===== src/rtl/vec_pkg.sv =====
// rtl/vec_pkg.sv - shared vector datapath types, default sizes and saturating-count helper
//
// Purpose : common definitions for the vector add/sub datapath and its statistics.
// Contents: LANE_W / NUM_LANES defaults, lane_t, sat_inc().
package vec_pkg;

  localparam int LANE_W    = 8;
  localparam int NUM_LANES = 4;

  typedef logic [LANE_W-1:0] lane_t;

  // Saturating increment for counters up to 32 bits wide; max_value is the
  // all-ones value of the caller's counter width.
  function automatic logic [31:0] sat_inc(input logic [31:0] value,
                                          input logic [31:0] max_value);
    return (value >= max_value) ? max_value : value + 32'd1;
  endfunction

endpackage


===== src/rtl/vector_sub_recover_if.sv =====
// rtl/vector_sub_recover_if.sv - operand/result handshake bundle for vector_sub_recover
//
// Purpose : groups the input (y/b) and output (a/borrow) valid/ready channels.
// Modports: slave  - the recovery block (consumes y/b, produces a/borrow)
//           master - the environment driving y/b and accepting a/borrow
interface vector_sub_recover_if
  import vec_pkg::*;
#(
  parameter int W = LANE_W,
  parameter int N = NUM_LANES
);

  logic         in_valid;
  logic         in_ready;
  logic [W-1:0] y [N-1:0];
  logic [W-1:0] b [N-1:0];
  logic         out_valid;
  logic         out_ready;
  logic [W-1:0] a [N-1:0];
  logic [N-1:0] borrow;

  modport slave (
    input  in_valid, y, b, out_ready,
    output in_ready, out_valid, a, borrow
  );

  modport master (
    output in_valid, y, b, out_ready,
    input  in_ready, out_valid, a, borrow
  );

endinterface


===== src/rtl/vec_lane_sub.sv =====
// rtl/vec_lane_sub.sv - single-lane unsigned subtract with borrow out
//
// Purpose: diff = (y - b) mod 2^W, borrow = (y < b) unsigned.
// Ports  : y, b (lane operands) -> diff, borrow.
module vec_lane_sub #(
  parameter int W = 8
) (
  input  logic [W-1:0] y,
  input  logic [W-1:0] b,
  output logic [W-1:0] diff,
  output logic         borrow
);

  logic [W:0] wide;

  // One extra bit on top catches the borrow out of the lane.
  assign wide   = {1'b0, y} - {1'b0, b};
  assign diff   = wide[W-1:0];
  assign borrow = wide[W];

endmodule


===== src/rtl/vector_sub_recover.sv =====
// rtl/vector_sub_recover.sv - two-stage pipelined per-lane y-b recovery with underflow stats
//
// Purpose : recovers a[i] = y[i] - b[i] mod 2^W for N independent lanes, flags
//           underflowing lanes, counts delivered transactions with any borrow.
// Ports   : clock, reset (sync, active-high)
//           bus      - vector_sub_recover_if.slave (in_valid/in_ready/y/b,
//                      out_valid/out_ready/a/borrow)
//           uf_count - saturating count of delivered transactions with |borrow
module vector_sub_recover
  import vec_pkg::*;
#(
  parameter int W     = LANE_W,
  parameter int N     = NUM_LANES,
  parameter int CNT_W = 16
) (
  input  logic                  clock,
  input  logic                  reset,
  vector_sub_recover_if.slave   bus,
  output logic [CNT_W-1:0]      uf_count
);

  // Stage 1: operand register
  logic         s1_valid;
  logic [W-1:0] s1_y [N-1:0];
  logic [W-1:0] s1_b [N-1:0];

  // Stage 2: result register
  logic         s2_valid;
  logic [W-1:0] s2_a [N-1:0];
  logic [N-1:0] s2_borrow;

  logic [W-1:0] lane_diff [N-1:0];
  logic [N-1:0] lane_borrow;

  logic s1_load;
  logic s2_load;
  logic out_fire;

  // Stage 2 may take new data when empty or when its current result leaves
  // this cycle; stage 1 may take new data when empty or when it drains into
  // stage 2. This chains the ready so a full pipeline still streams 1/cycle.
  assign s2_load      = s1_valid && (!s2_valid || bus.out_ready);
  assign bus.in_ready = !reset && (!s1_valid || s2_load);
  assign s1_load      = bus.in_valid && bus.in_ready;
  assign out_fire     = s2_valid && bus.out_ready;

  for (genvar i = 0; i < N; i++) begin : g_lane
    vec_lane_sub #(.W(W)) u_lane (
      .y      (s1_y[i]),
      .b      (s1_b[i]),
      .diff   (lane_diff[i]),
      .borrow (lane_borrow[i])
    );
  end

  assign bus.out_valid = s2_valid;
  assign bus.a         = s2_a;
  assign bus.borrow    = s2_borrow;

  always_ff @(posedge clock) begin
    if (reset) begin
      s1_valid  <= 1'b0;
      s2_valid  <= 1'b0;
      s2_borrow <= '0;
      uf_count  <= '0;
      for (int i = 0; i < N; i++) begin
        s1_y[i] <= '0;
        s1_b[i] <= '0;
        s2_a[i] <= '0;
      end
    end else begin
      // Stage 1 bookkeeping: a refill in the same cycle as a drain keeps it full.
      if (s1_load) begin
        s1_valid <= 1'b1;
        s1_y     <= bus.y;
        s1_b     <= bus.b;
      end else if (s2_load) begin
        s1_valid <= 1'b0;
      end

      // Stage 2 bookkeeping: results hold while the consumer stalls.
      if (s2_load) begin
        s2_valid  <= 1'b1;
        s2_a      <= lane_diff;
        s2_borrow <= lane_borrow;
      end else if (bus.out_ready) begin
        s2_valid <= 1'b0;
      end

      // Only transactions actually handed downstream are counted.
      if (out_fire && (|s2_borrow)) begin
        uf_count <= CNT_W'(sat_inc(32'(uf_count), 32'({CNT_W{1'b1}})));
      end
    end
  end

endmodule


===== src/flat_wrapper.sv =====
// flat-port wrapper written by rule: the top's interface ports become plain ports
module vector_sub_recover_flat import vec_pkg::*;
#(
  parameter int W     = LANE_W,
  parameter int N     = NUM_LANES,
  parameter int CNT_W = 16
)
  (clock, reset, uf_count, bus_in_valid, bus_y, bus_b, bus_out_ready, bus_in_ready, bus_out_valid, bus_a, bus_borrow);
  vector_sub_recover_if #(.W(W), .N(N)) bus_i ();
  input  logic clock;
  input  logic reset;
  output logic [CNT_W-1:0] uf_count;
  input wire logic [$bits(bus_i.in_valid)-1:0] bus_in_valid;
  input wire logic [$bits(bus_i.y)-1:0] bus_y;
  input wire logic [$bits(bus_i.b)-1:0] bus_b;
  input wire logic [$bits(bus_i.out_ready)-1:0] bus_out_ready;
  output wire logic [$bits(bus_i.in_ready)-1:0] bus_in_ready;
  output wire logic [$bits(bus_i.out_valid)-1:0] bus_out_valid;
  output wire logic [$bits(bus_i.a)-1:0] bus_a;
  output wire logic [$bits(bus_i.borrow)-1:0] bus_borrow;
  assign bus_i.in_valid = bus_in_valid;
  assign bus_i.y = {>>{bus_y}};
  assign bus_i.b = {>>{bus_b}};
  assign bus_i.out_ready = bus_out_ready;
  assign bus_in_ready = bus_i.in_ready;
  assign bus_out_valid = bus_i.out_valid;
  assign bus_a = {>>{bus_i.a}};
  assign bus_borrow = bus_i.borrow;
  vector_sub_recover #(.W(W), .N(N), .CNT_W(CNT_W)) u_core (.clock(clock), .reset(reset), .bus(bus_i), .uf_count(uf_count));
endmodule

===== config.mk =====
export PLATFORM = sky130hd
export DESIGN_NAME = vector_sub_recover_flat
export DESIGN_NICKNAME = d
export VERILOG_FILES = /design/src/rtl/vec_pkg.sv /design/src/rtl/vector_sub_recover_if.sv /design/src/rtl/vec_lane_sub.sv /design/src/rtl/vector_sub_recover.sv /design/src/flat_wrapper.sv
export SDC_FILE = /design/constraint.sdc
export NUM_CORES = 1
export LEC_CHECK = 0
export ABC_CLOCK_PERIOD_IN_PS = 2930
export BUFFER_PORTS_ARGS = -buffer_cell sky130_fd_sc_hd__buf_2
export CAP_MARGIN = 40
export CORE_MARGIN = 2
export CORE_UTILIZATION = 50
export CTS_CLUSTER_SIZE = 28
export DETAILED_ROUTE_END_ITERATION = 10
export GPL_TIMING_DRIVEN = 0
export PLACE_DENSITY = 0.76
export SYNTH_ARGS = -nofsm -noshare
export SYNTH_HDL_FRONTEND = slang
export SYNTH_SLANG_ARGS = --single-unit

===== constraint.sdc =====
create_clock -name clock -period 2.93 [get_ports clock]
set_input_delay 0.1465 -clock clock [delete_from_list [all_inputs] [get_ports clock]]
set_output_delay 0.1465 -clock clock [all_outputs]
set_load 0.02 [all_outputs]

# Word level (Yosys, flattened, before mapping)
# Cells that the tools add are included.
# W data, S select, Z words.
# totals
input_bits,68
reg_bits,118
wordCells,40
# classes
n_reduce_logical,13
order_cmp,1
n_mux,5
addsub,5
# ops
operator,n
$sub A8 B8 Y9,4
$add A16 B1 Y16 const B,1
$ge A16 B16 Y1 const B,1
$mux W16,1
$logic_and A1 B1 Y1,5
$mux W1,4
$reduce_bool A2 Y1,2
$reduce_or A4 Y1,1
$logic_not A1 Y1,3
$logic_or A1 B1 Y1,2

# Logic depth before layout (Yosys ltp)
# depth
ltp_word,7
ltp_mapped,9
mapped_depth_nobuf,9

# By module
# A second synthesis with hierarchy kept.
# unflattened
hier_cells,741
hier_area_um2,5904.4
# by_module_without_submodules
mod,cells_per_inst,n_inst,area_each_um2,seq_area_each_um2
vector_sub_recover,549,1,4488.1,2362.3
vec_lane_sub,48,4,354.1,0.0

# Worst setup path before layout
# OpenSTA, ideal clock, no wires.
# synth_timing
path_kind,register to register
from,reg u_core.s1_y[24] in the netlist's numbering
to,reg u_core.s2_a (netlist bit u_core.bus.a[30])
path_slack_ns,1.087
setup_ns,0.062
synth_period_minus_slack_ns,1.843
arrival_time_ns,1.781
stages_incl_launch_ff,9
path_cell_list,dfxtp_1 > inv_1 > ha_1 > fa_1 > nor2b_1 > o31a_1 > o21ai_0 > or4_1 > nand3_1
# synth_via
elab_chain_cells,1
# synth_rtl
item,line_no,source
from (decl),vector_sub_recover.sv:24,logic [W-1:0] s1_y [N-1:0];
from (signal assigned),vector_sub_recover.sv:75,s1_y <= bus.y;
$sub A8 B8 Y9,vec_lane_sub.sv:17,"assign wide = {1'b0, y} - {1'b0, b};"
to (signal assigned),vector_sub_recover.sv:84,s2_a <= lane_diff;
to (decl),vector_sub_recover.sv:29,logic [W-1:0] s2_a [N-1:0];
# Every way passes these cells.
# A chain may end at the register's enable or synchronous reset.

# Worst setup path after layout
# layout_timing
from,reg u_core.s1_y[0] in the netlist's numbering
to,"reg u_core.s2_borrow[0], in the netlist u_core.bus.borrow[0]"
# layout_via
elab_chain_cells,1
# layout_rtl
item,line_no,source
$sub A8 B8 Y9,vec_lane_sub.sv:17,
to (signal assigned),vector_sub_recover.sv:85,s2_borrow <= lane_borrow;
to (decl),vector_sub_recover.sv:30,logic [N-1:0] s2_borrow;
# Every way passes these cells.

==> flow_metrics.env <==
export IMPL_fin_cells=1021
export IMPL_antenna_cells=0
export IMPL_die_h_um=110.3
export IMPL_grt_overflow_total=0
export IMPL_synth_edf_count=0
export IMPL_syn_nets=769
export IMPL_placed_cells_incl_taps=925
export IMPL_drive_above_1_share_pct=20.77
export IMPL_critical_path_required_ns=3.27
export IMPL_critPathMaxStageDelay_ns=0.42
export IMPL_first_pass_iters=5
export IMPL_ys_ff_latch=118
export IMPL_io_pins=122
export IMPL_num_rows=38
export IMPL_clock_latency_ns=0.41
export IMPL_cts_sink_count=118
export IMPL_power_mw=4.518
export IMPL_io_buffers=121
export IMPL_leakagePower_nw=3.533
export IMPL_cts_buffers=17
export IMPL_path_cells="inv_1, ha_1, inv_1, fa_1, a21o_1, a211oi_1, nor2_1, o2111a_1, nor3_1"
export IMPL_hold_class="input port to flop"
export IMPL_finalWeightedCongestion=0.8959
export IMPL_hold_violations=0
export IMPL_power_density_nw_per_um2=593.4
export IMPL_ir_drop_mv=0.2996
export IMPL_dr_wl_met2_mm=8.339
export IMPL_hold_depth=4
export IMPL_wl_per_cell_um=17.31
export IMPL_routed_top_layer="met4"
export IMPL_final_fill_count=855
export IMPL_outcome="completed"
export IMPL_ys_seq_area_share_pct=41.83
export IMPL_rr_worst_depth=9
export IMPL_syn_area_per_cell_um2=8.504
export IMPL_hold_start="bus_out_ready"
export IMPL_start_util_pct=51.64
export IMPL_area_growth_pct=34.85
export IMPL_finClkSkew_ns=0.007428
export IMPL_tightestPinTransition_ns=0.7207
export IMPL_cp_max_fo=3
export IMPL_ant_nets=0
export IMPL_netlist_instances=664
export IMPL_tns_ns=0
export IMPL_endpoint_kind="flop"
export IMPL_clkSlewWorstSetupHoldPaths_ns=0.06
export IMPL_root_buffer="clkbuf_16"
export IMPL_startpoint="u_core.s1_y[0]"
export IMPL_max_freq_ghz=0.4622
export IMPL_fin_nets=974
export IMPL_wl_met1_mm=7.287
export IMPL_reg2reg_setup_slack_ns=0.77
export IMPL_synth_main_ff_cell="dfxtp_1"
export IMPL_ys_async_sr_fraction_pct=0
export IMPL_relSlewSlack_pct=51.95
export IMPL_cp_slowest_cell="fa_1"
export IMPL_grt_pass1_wl_mm=28.32
export IMPL_h_tree_depth=4
export IMPL_grt_pass1_vias=5835
export IMPL_ctsResizeCount=0
export IMPL_drc=0
export IMPL_setup_violations=0
export IMPL_dpl_hpwl_mm=11.95
export IMPL_grt_usage_pct=30.82
export IMPL_avgViaCountPerCell=5.749
export IMPL_rsz0062_at_grt="false"
export IMPL_antenna_found_initial=0
export IMPL_startpoint_type="flop"
export IMPL_met3_length_mm=1.421
export IMPL_drtIter0Drc=545
export IMPL_cp_num_buf_inv=2
export IMPL_crit_type="flop to flop"
export IMPL_report_final_slew_viol_count=0
export IMPL_rr_startpoint="u_core.s1_y[0]"
export IMPL_vias=5870
export IMPL_hold_path_endpoint="u_core.bus.out_valid"
export IMPL_cts_tree="done"
export IMPL_wl_mm=17.67
export IMPL_cp_common_cell="inv_1"
export IMPL_yosysWarningCount=0
export IMPL_ys_types=52
export IMPL_max_clock_path_buffers=2
export IMPL_die_area_um2=12160
export IMPL_syn_area_um2=5647
export IMPL_cap_violations=0
export IMPL_grt_max_degree=17
export IMPL_timing_final_crit_share_pct=73.84
export IMPL_crit_family="compound AO/OA/AOI/OAI gates"
export IMPL_die_w_um=110.3
export IMPL_post_route_util_pct=69.63
export IMPL_finalCriticalPeriod_ns=2.164
export IMPL_core_area_um2=10940
export IMPL_cp_arrival_ns=2.50
export IMPL_r2r_end="u_core.bus.borrow[0]"
Yosys cell counts (3+ instances only):
master	number	area share, %
o21ai_1	6	0.53
nor3_1	17	1.5
a211o_1	4	0.62
clkbuf_1	11	0.73
o31ai_1	38	5.1
nor2_1	25	1.7
nor4b_1	5	0.78
a211oi_1	13	1.7
and3_1	12	1.3
fa_1	4	1.4
o2111a_1	3	0.60
buf_1	9	0.60
buf_2	19	1.7
a31oi_1	10	1.1
and4_1	4	0.62
or4_1	5	0.66
a21oi_1	32	2.8
o21ai_0	12	1.1
a21o_1	5	0.66
nand3b_1	4	0.53
nand3_1	47	4.2
o211a_1	5	0.89
dfxtp_1	118	42
o21ai_2	3	0.47
nor2b_1	7	0.78
xor2_1	10	1.6
nand4_1	9	1.0
xnor2_1	6	0.93
inv_1	37	2.5
nand2_1	125	8.3
nand2b_1	3	0.33
ha_1	33	7.3
kinds of logic after synthesis:
| group | share of synthesized area, % |
|---|---|
| adder cells (fa/ha/maj) | 8.730 |
| AND/OR/NAND/NOR | 24.44 |
| multiplexers | 0.1773 |
| AO/OA/AOI/OAI | 16.60 |
| flip-flops | 41.83 |
| XOR/XNOR | 2.482 |
| buffers and inverters | 5.739 |
area by class of cell:
type	count	area, µm²	area share (%)
multi-input combinational	468	2960	38.88
sequential	118	2362	31.02
timing repair buffer	186	1256	16.50
clock buffer	22	484.2	6.359
buffer	41	185.2	2.432
tap	140	175.2	2.300
inverter	37	138.9	1.824
clock inverter	9	52.55	0.6901
through the flow:
| step | cell area [µm²] | setup WS, ns | hold WS, ns |
|---|---|---|---|
| 5_1_grt | 7615 | 0.6668 | 0.1241 |
| 4_1_cts | 7615 | 0.8084 | 0.06691 |
| 3_5_place_dp | 6427 | 0.8516 | 0.3360 |
| 6_report | 7615 | 0.7665 | 0.08374 |
| 2_1_floorplan | 5647 | 1.087 | 0.2455 |
| 3_3_place_gp | 6427 | 0.9120 | 0.3304 |
worst max path at each step:
stage	end	slack [ns]	cells past startpoint
2_1_floorplan	u_core.bus.a[30]	1.09	8
3_3_place_gp	u_core.bus.borrow[0]	0.91	9
3_5_place_dp	u_core.bus.borrow[0]	0.85	9
4_1_cts	u_core.bus.borrow[0]	0.81	9
5_1_grt	u_core.bus.a[30]	0.67	8
6_report	u_core.bus.borrow[0]	0.77	9
state kept, by name, indices dropped and copies added (netlist names):
| name | flops |
|---|---|
| u_core.bus.borrow | 4 |
| u_core.bus.a | 32 |
| u_core.uf_count | 16 |
| u_core.bus.out_valid | 1 |
| u_core.s1_valid | 1 |
| u_core.s1_y | 32 |
| u_core.s1_b | 32 |
worst register-to-register path, cell delays in order, from the launching register on:
cell and delay [ns]:
dfxtp_1 0.30, inv_1 0.07, ha_1 0.22, inv_1 0.07
fa_1 0.42, a21o_1 0.24, a211oi_1 0.27, nor2_1 0.14
o2111a_1 0.26, nor3_1 0.12
layout by cell type, fill, tap and decap left out, drive strengths merged, types with 8 or more instances in the layout:
master	instances
buf	151
nand2	125
dfxtp	118
dlygate4sd3	65
nand3	47
o31ai	38
inv	37
ha	33
clkbuf	33
a21oi	32
nor2	25
o21ai	21
nor3	18
a211oi	13
and3	12
a31oi	10
xor2	10
nand4	10
nor2b	8
metal layers:
layer  track usage (%)  vias up
li1                  -     2769
met4             16.25        0
met1             37.22     2742
met3             6.937       55
met2             51.18      304
met5                 0        -
report_power, final:
part           switching (mW)  internal [mW]  leakage, nW  total, mW
registers              0.0697           1.72        0.970       1.79
clock network           0.722           1.15        0.263       1.87
logic                   0.502          0.350         2.30      0.852
total                    1.29           3.22         3.53       4.52
what timing repair did:
| action | in CTS | in global routing |
|---|---|---|
| endpoints found under the hold margin | 65 | 0 |
| buffers inserted | 0 | 0 |
| hold buffers | 65 | 0 |
Note: power is estimated with default switching activity, not from simulation.
